File: src/rtl/host_burst_arb_if.sv
// host_burst_arb_if: source, grant and host-side signals of the burst arbiter
interface host_burst_arb_if #(
  parameter int NREQ = 3,
  parameter int DW = 16,
  parameter int LENW = 12
);
  logic [NREQ-1:0] req;
  logic [NREQ*LENW-1:0] len;
  logic [NREQ*DW-1:0] src_dout;
  logic [NREQ-1:0] src_rd;
  logic [NREQ-1:0] gnt;
  logic busy;
  logic host_ready;
  logic [DW-1:0] host_dout;
  logic host_valid;
  logic host_sof;
  logic host_eof;
  logic abort;
  logic err_clr;
  logic err_tmo;
  modport slave (
    input req, len, src_dout, host_ready, abort, err_clr,
    output src_rd, gnt, busy, host_dout, host_valid, host_sof, host_eof, err_tmo
  );
  modport master (
    output req, len, src_dout, host_ready, abort, err_clr,
    input src_rd, gnt, busy, host_dout, host_valid, host_sof, host_eof, err_tmo
  );
endinterface

File: src/rtl/host_burst_arb.sv
// host_burst_arb: round-robin burst arbiter feeding the host SPI readout path
module host_burst_arb #(
  parameter int NREQ = 3,
  parameter int DW = 16,
  parameter int LENW = 12,
  parameter int TMO = 255
) (
  input logic clk,
  input logic rst_n,
  host_burst_arb_if.slave bus
);
  localparam int IW = NREQ > 1 ? $clog2(NREQ) : 1;
  localparam int SW = $clog2(TMO + 1);
  typedef enum logic {IDLE, XFER} state_t;
  state_t state_q, state_d;
  logic [IW-1:0] ptr_q, ptr_d, idx_q, idx_d, win, cand;
  logic found, pop, busy;
  logic [LENW-1:0] rem_q, rem_d;
  logic [SW-1:0] stall_q, stall_d;
  logic first_q, first_d, err_q, err_d, vld_q, vld_d, sof_q, sof_d, eof_q, eof_d;
  logic [DW-1:0] dout_q, dout_d;
  logic [NREQ-1:0] gnt;
  logic [LENW-1:0] len_a [NREQ];
  logic [DW-1:0] dat_a [NREQ];
  for (genvar i = 0; i < NREQ; i++) begin : g_unpack
    assign len_a[i] = bus.len[i*LENW +: LENW];
    assign dat_a[i] = bus.src_dout[i*DW +: DW];
  end
  always_comb begin
    win = '0;
    cand = '0;
    found = 1'b0;
    for (int i = NREQ; i >= 1; i--) begin
      cand = IW'((32'(ptr_q) + 32'(i)) % NREQ);
      if (bus.req[cand]) begin
        win = cand;
        found = 1'b1;
      end
    end
  end
  assign busy = state_q == XFER;
  assign gnt = busy ? NREQ'(1) << idx_q : '0;
  assign pop = busy && bus.host_ready && rem_q != '0 && !bus.abort;
  always_comb begin
    state_d = state_q;
    ptr_d = ptr_q;
    idx_d = idx_q;
    rem_d = rem_q;
    stall_d = stall_q;
    first_d = first_q;
    err_d = err_q & ~bus.err_clr;
    vld_d = pop;
    sof_d = pop & first_q;
    eof_d = pop & (rem_q == LENW'(1));
    dout_d = pop ? dat_a[idx_q] : dout_q;
    if (bus.abort) begin
      state_d = IDLE;
      rem_d = '0;
    end else if (state_q == IDLE) begin
      if (found) begin
        state_d = XFER;
        idx_d = win;
        rem_d = len_a[win];
        first_d = 1'b1;
        stall_d = '0;
      end
    end else if (rem_q == '0) begin
      state_d = IDLE;
      ptr_d = idx_q;
    end else if (pop) begin
      first_d = 1'b0;
      rem_d = rem_q - 1'b1;
      stall_d = '0;
      state_d = rem_q == LENW'(1) ? IDLE : XFER;
      ptr_d = rem_q == LENW'(1) ? idx_q : ptr_q;
    end else if (stall_q == SW'(TMO - 1)) begin
      err_d = 1'b1;
      state_d = IDLE;
      ptr_d = idx_q;
    end else begin
      stall_d = stall_q + 1'b1;
    end
  end
  always_ff @(posedge clk or negedge rst_n) begin
    if (!rst_n) begin
      state_q <= IDLE;
      ptr_q <= IW'(NREQ - 1);
      idx_q <= '0;
      rem_q <= '0;
      stall_q <= '0;
      first_q <= 1'b0;
      err_q <= 1'b0;
      vld_q <= 1'b0;
      sof_q <= 1'b0;
      eof_q <= 1'b0;
      dout_q <= '0;
    end else begin
      state_q <= state_d;
      ptr_q <= ptr_d;
      idx_q <= idx_d;
      rem_q <= rem_d;
      stall_q <= stall_d;
      first_q <= first_d;
      err_q <= err_d;
      vld_q <= vld_d;
      sof_q <= sof_d;
      eof_q <= eof_d;
      dout_q <= dout_d;
    end
  end
  assign bus.gnt = gnt;
  assign bus.busy = busy;
  assign bus.src_rd = pop ? gnt : '0;
  assign bus.host_dout = dout_q;
  assign bus.host_valid = vld_q;
  assign bus.host_sof = sof_q;
  assign bus.host_eof = eof_q;
  assign bus.err_tmo = err_q;
endmodule

File: src/flat_wrapper.sv
// flat-port wrapper written by rule: the top's interface ports become plain ports
module host_burst_arb_flat 
#(
  parameter int NREQ = 3,
  parameter int DW = 16,
  parameter int LENW = 12,
  parameter int TMO = 255
)
  (clk, rst_n, bus_req, bus_len, bus_src_dout, bus_host_ready, bus_abort, bus_err_clr, bus_src_rd, bus_gnt, bus_busy, bus_host_dout, bus_host_valid, bus_host_sof, bus_host_eof, bus_err_tmo);
  host_burst_arb_if #(.NREQ(NREQ), .DW(DW), .LENW(LENW)) bus_i ();
  input logic clk;
  input logic rst_n;
  input wire logic [$bits(bus_i.req)-1:0] bus_req;
  input wire logic [$bits(bus_i.len)-1:0] bus_len;
  input wire logic [$bits(bus_i.src_dout)-1:0] bus_src_dout;
  input wire logic [$bits(bus_i.host_ready)-1:0] bus_host_ready;
  input wire logic [$bits(bus_i.abort)-1:0] bus_abort;
  input wire logic [$bits(bus_i.err_clr)-1:0] bus_err_clr;
  output wire logic [$bits(bus_i.src_rd)-1:0] bus_src_rd;
  output wire logic [$bits(bus_i.gnt)-1:0] bus_gnt;
  output wire logic [$bits(bus_i.busy)-1:0] bus_busy;
  output wire logic [$bits(bus_i.host_dout)-1:0] bus_host_dout;
  output wire logic [$bits(bus_i.host_valid)-1:0] bus_host_valid;
  output wire logic [$bits(bus_i.host_sof)-1:0] bus_host_sof;
  output wire logic [$bits(bus_i.host_eof)-1:0] bus_host_eof;
  output wire logic [$bits(bus_i.err_tmo)-1:0] bus_err_tmo;
  assign bus_i.req = bus_req;
  assign bus_i.len = bus_len;
  assign bus_i.src_dout = bus_src_dout;
  assign bus_i.host_ready = bus_host_ready;
  assign bus_i.abort = bus_abort;
  assign bus_i.err_clr = bus_err_clr;
  assign bus_src_rd = bus_i.src_rd;
  assign bus_gnt = bus_i.gnt;
  assign bus_busy = bus_i.busy;
  assign bus_host_dout = bus_i.host_dout;
  assign bus_host_valid = bus_i.host_valid;
  assign bus_host_sof = bus_i.host_sof;
  assign bus_host_eof = bus_i.host_eof;
  assign bus_err_tmo = bus_i.err_tmo;
  host_burst_arb #(.NREQ(NREQ), .DW(DW), .LENW(LENW), .TMO(TMO)) u_core (.clk(clk), .rst_n(rst_n), .bus(bus_i));
endmodule
File: config.mk
export PLATFORM = sky130hd
export DESIGN_NAME = host_burst_arb_flat
export DESIGN_NICKNAME = d
export VERILOG_FILES = /design/src/rtl/host_burst_arb_if.sv /design/src/rtl/host_burst_arb.sv /design/src/flat_wrapper.sv
export SDC_FILE = /design/constraint.sdc
export NUM_CORES = 1
export LEC_CHECK = 0
export CAP_MARGIN = 20
export CORE_MARGIN = 2
export CORE_UTILIZATION = 60
export DETAILED_ROUTE_END_ITERATION = 10
export DONT_BUFFER_PORTS = 1
export GPL_TIMING_DRIVEN = 0
export PLACE_DENSITY = 0.75
export SYNTH_ARGS = -nofsm -noshare
export SYNTH_HDL_FRONTEND = slang
export SYNTH_SLANG_ARGS = --single-unit
export TNS_END_PERCENT = 30
File: constraint.sdc
create_clock -name clk -period 3.3 [get_ports clk]
set_input_delay 0.33 -clock clk [delete_from_list [all_inputs] [get_ports clk]]
set_output_delay 0.33 -clock clk [all_outputs]
set_load 0.005 [all_outputs]
==> results.txt <==
EDFF count, synth -> 0
Total gr overflow -> 0
Fill count -> 448
Finish-stage setup viols -> 0
Area Growth Syn to Fin -> 8.72%
Detailed Route Iter0 Violations -> 119
Final hold violations -> 0
Placed Area -> 3160 µm²
Placed cell count -> 422
Area of the core -> 5010 µm²
Antenna violations before repair -> 0
Post-synth ARST share -> 100%
Post-CTS Setup Bufs -> 0
Final Critical Period -> 2920 ps
Htree depth -> 2
Post-Syn Area -> 3070 µm²
WL/cell -> 17.2 µm
Number of CTS-inserted buffers -> 5
Top FF cell, synth -> dfrtp_1
Synth Instances -> 352
Post-DP HPWL -> 5480 µm
Syn nets -> 452
Sink Count -> 46
PortBufs -> 0
Final ANT Viol Nets -> 0
Worst-margin pin slew -> 661 ps
Unrepaired setup endpoints after global routing -> no
Crit path arrival time -> 2590 ps
Critical Path RT -> 2970 ps
Worst Hold Class -> primary input to flip-flop
Non-Filler Instances -> 432
Die width -> 75.5 µm
Clk slew on worst S/H paths -> 90 ps
N_diodes -> 0
DRT Pass-1 Iters -> 4
Warnings from Yosys -> 0
Count of different cell masters after synthesis -> 54
LEAKAGE -> 1.41 nW
Routed vias/inst -> 6.24
First-pass GRT wire length -> 11100 µm
Initial Utilization -> 61.3%
Ports -> 119
Worst skew pair latency -> 300 ps
Largest net degree at the start of global routing -> 47
Clock Tree Root -> clkbuf_8
Commonest cells in the netlist -> dfrtp_1, o21ai_0, nand2_1, nor2_1, mux2i_1
Crit-path max FO -> 10
Synthesized area per cell -> 8.72 µm²
Hold WS -> 80.7 ps
Slew Viols, Final -> 0
Synth top area share -> 36.7%
Number of cells upsized or downsized after cts -> 0
Clk buf depth -> 2
Vias -> 2694
Count leader, synth -> dfrtp_1
Post-CTS Hold Fix Bufs -> 2
Multi-input logic area -> 1760 µm²
Vias in the first global route -> 2377
Critical Path End Type -> output pin
RePlAce Congestion -> 0.846
Sequential area share after synthesis -> 37.5%
Final #Nets -> 461
FMAX -> 343 MHz
Peak supply drop -> 0.000650 V
DRC viols -> 0
CP startpoint kind -> flip-flop
Clock Skews -> 7.56 ps
Yosys reg bits -> 46
WS Path Type -> flip-flop to output pin
Status -> finished clean
Rows -> 26
DIE AREA -> 5710 µm²
Die height -> 75.5 µm
CTS tree -> yes
Largest cells by area after synthesis -> dfrtp_1, mux2i_1, o21ai_0, nand2_1, a21oi_1
PwrDens -> 992 nW/µm²
Normalized max-slew margin -> 56.0%
Max-Cap Viols -> 0
Share of the clock period used by the worst path -> 88.4%
Total routed wirelength -> 7430 µm
Final setup TNS -> 0 ps
Final instance area -> 3340 µm²
Post-layout util -> 66.6%
Total track usage -> 25.6%
Share of cells above drive strength 1 -> 8.56%
Reg area -> 1150 µm²
Leading area contributor after synthesis -> dfrtp_1
[cells by family after synthesis]
family                     after synthesis  synth area share [%]
xor gates and xnor gates                 6                  1.71
and+or+nand+nor                        119                  19.3
adders and majority gates                8                  3.26
buffers and inverters                   37                  5.01
DFF                                     46                  37.5
AOI/OAI and AO/OA                      106                  23.3
muxes                                   30                  9.94
[flip-flops by register name, indices dropped and copies added, names as in the netlist]
| register | count |
|---|---|
| u_core.bus.host_valid | 1 |
| u_core.rem_q | 12 |
| u_core.ptr_q | 2 |
| u_core.bus.err_tmo | 1 |
| u_core.bus.busy | 1 |
| u_core.stall_q | 8 |
| u_core.first_q | 1 |
| u_core.bus.host_eof | 1 |
| u_core.idx_q | 2 |
| u_core.bus.host_sof | 1 |
| u_core.bus.host_dout | 16 |
[cells in the final DEF, fill, tap and decap left out, types with 6 or more instances in the layout]
| cell type | instances |
|---|---|
| clkbuf_8 | 6 |
| nand2_1 | 33 |
| nor2_1 | 30 |
| o21ai_0 | 35 |
| inv_1 | 13 |
| o31ai_1 | 6 |
| buf_2 | 6 |
| clkbuf_1 | 14 |
| nor2b_1 | 8 |
| a21oi_1 | 23 |
| a31oi_1 | 8 |
| dfrtp_1 | 45 |
| a32o_1 | 9 |
| ha_1 | 8 |
| mux2i_1 | 26 |
| nand3_1 | 18 |
[worst max-delay path: stages (launching register included)]
cell and delay [ps]:
dfrtp_1 430, nor4_1 580, nand4_1 340, nand3_1 260, clkbuf_1 350, inv_1 120
and2_1 200
[layer usage]
metal	wire length, µm	share of wire [%]	global-route usage, %	up-vias
met3	436	5.9	5.42	10
met1	3140	42	31.5	1288
met2	3740	50	44.9	94
li1	-	-	-	1302
met5	0	0	0	-
met4	107	1.4	7.99	0
[through the flow]
stage / power, W / setup WS [ps]
3_3_place_gp: 0.00273 / 567
5_1_grt: 0.00359 / 171
2_1_floorplan: 0.00237 / 820
6_report: 0.00331 / 384
3_5_place_dp: 0.00278 / 504
4_1_cts: 0.00332 / 399
[worst paths after layout]
| kind | from | to | slack, ps | cells after the start |
|---|---|---|---|---|
| setup reg to reg | u_core.ptr_q[1]$_DFFE_PN1P_ | u_core.rem_q[8]$_DFFE_PN0P_ | 480 | 8 |
| setup / recovery | u_core.rem_q[6]$_DFFE_PN0P_ | bus_src_rd[1] | 380 | 6 |
| max in group asynchronous | rst_n | u_core.ptr_q[1]$_DFFE_PN1P_ | 2490 | 2 |
| min in group asynchronous | rst_n | u_core.bus.host_dout[13]$_DFFE_PN0P_ | 550 | 2 |
| hold reg to reg | u_core.first_q$_DFFE_PN0P_ | u_core.bus.host_sof$_DFF_PN0_ | 500 | 2 |
| hold / removal | bus_abort | u_core.bus.busy$_DFF_PN0_ | 80 | 1 |
[where the power goes]
group | switching, W | internal (W)
combinational | 0.00110 | 0.000743
clock | 0.000193 | 0.000323
sequential | 0.000185 | 0.000767
total | 0.00148 | 0.00183
[final cells by class]
type / instances / share of cell area (%)
inverter: 14 / 1.57
timing repair buffer: 2 / 1.12
tap: 70 / 2.62
clock buffer: 6 / 2.47
clock inverter: 2 / 1.80
sequential: 46 / 34.5
multi-input combinational: 269 / 52.8
buffer: 23 / 3.04
(Power assumes the default switching activity.)
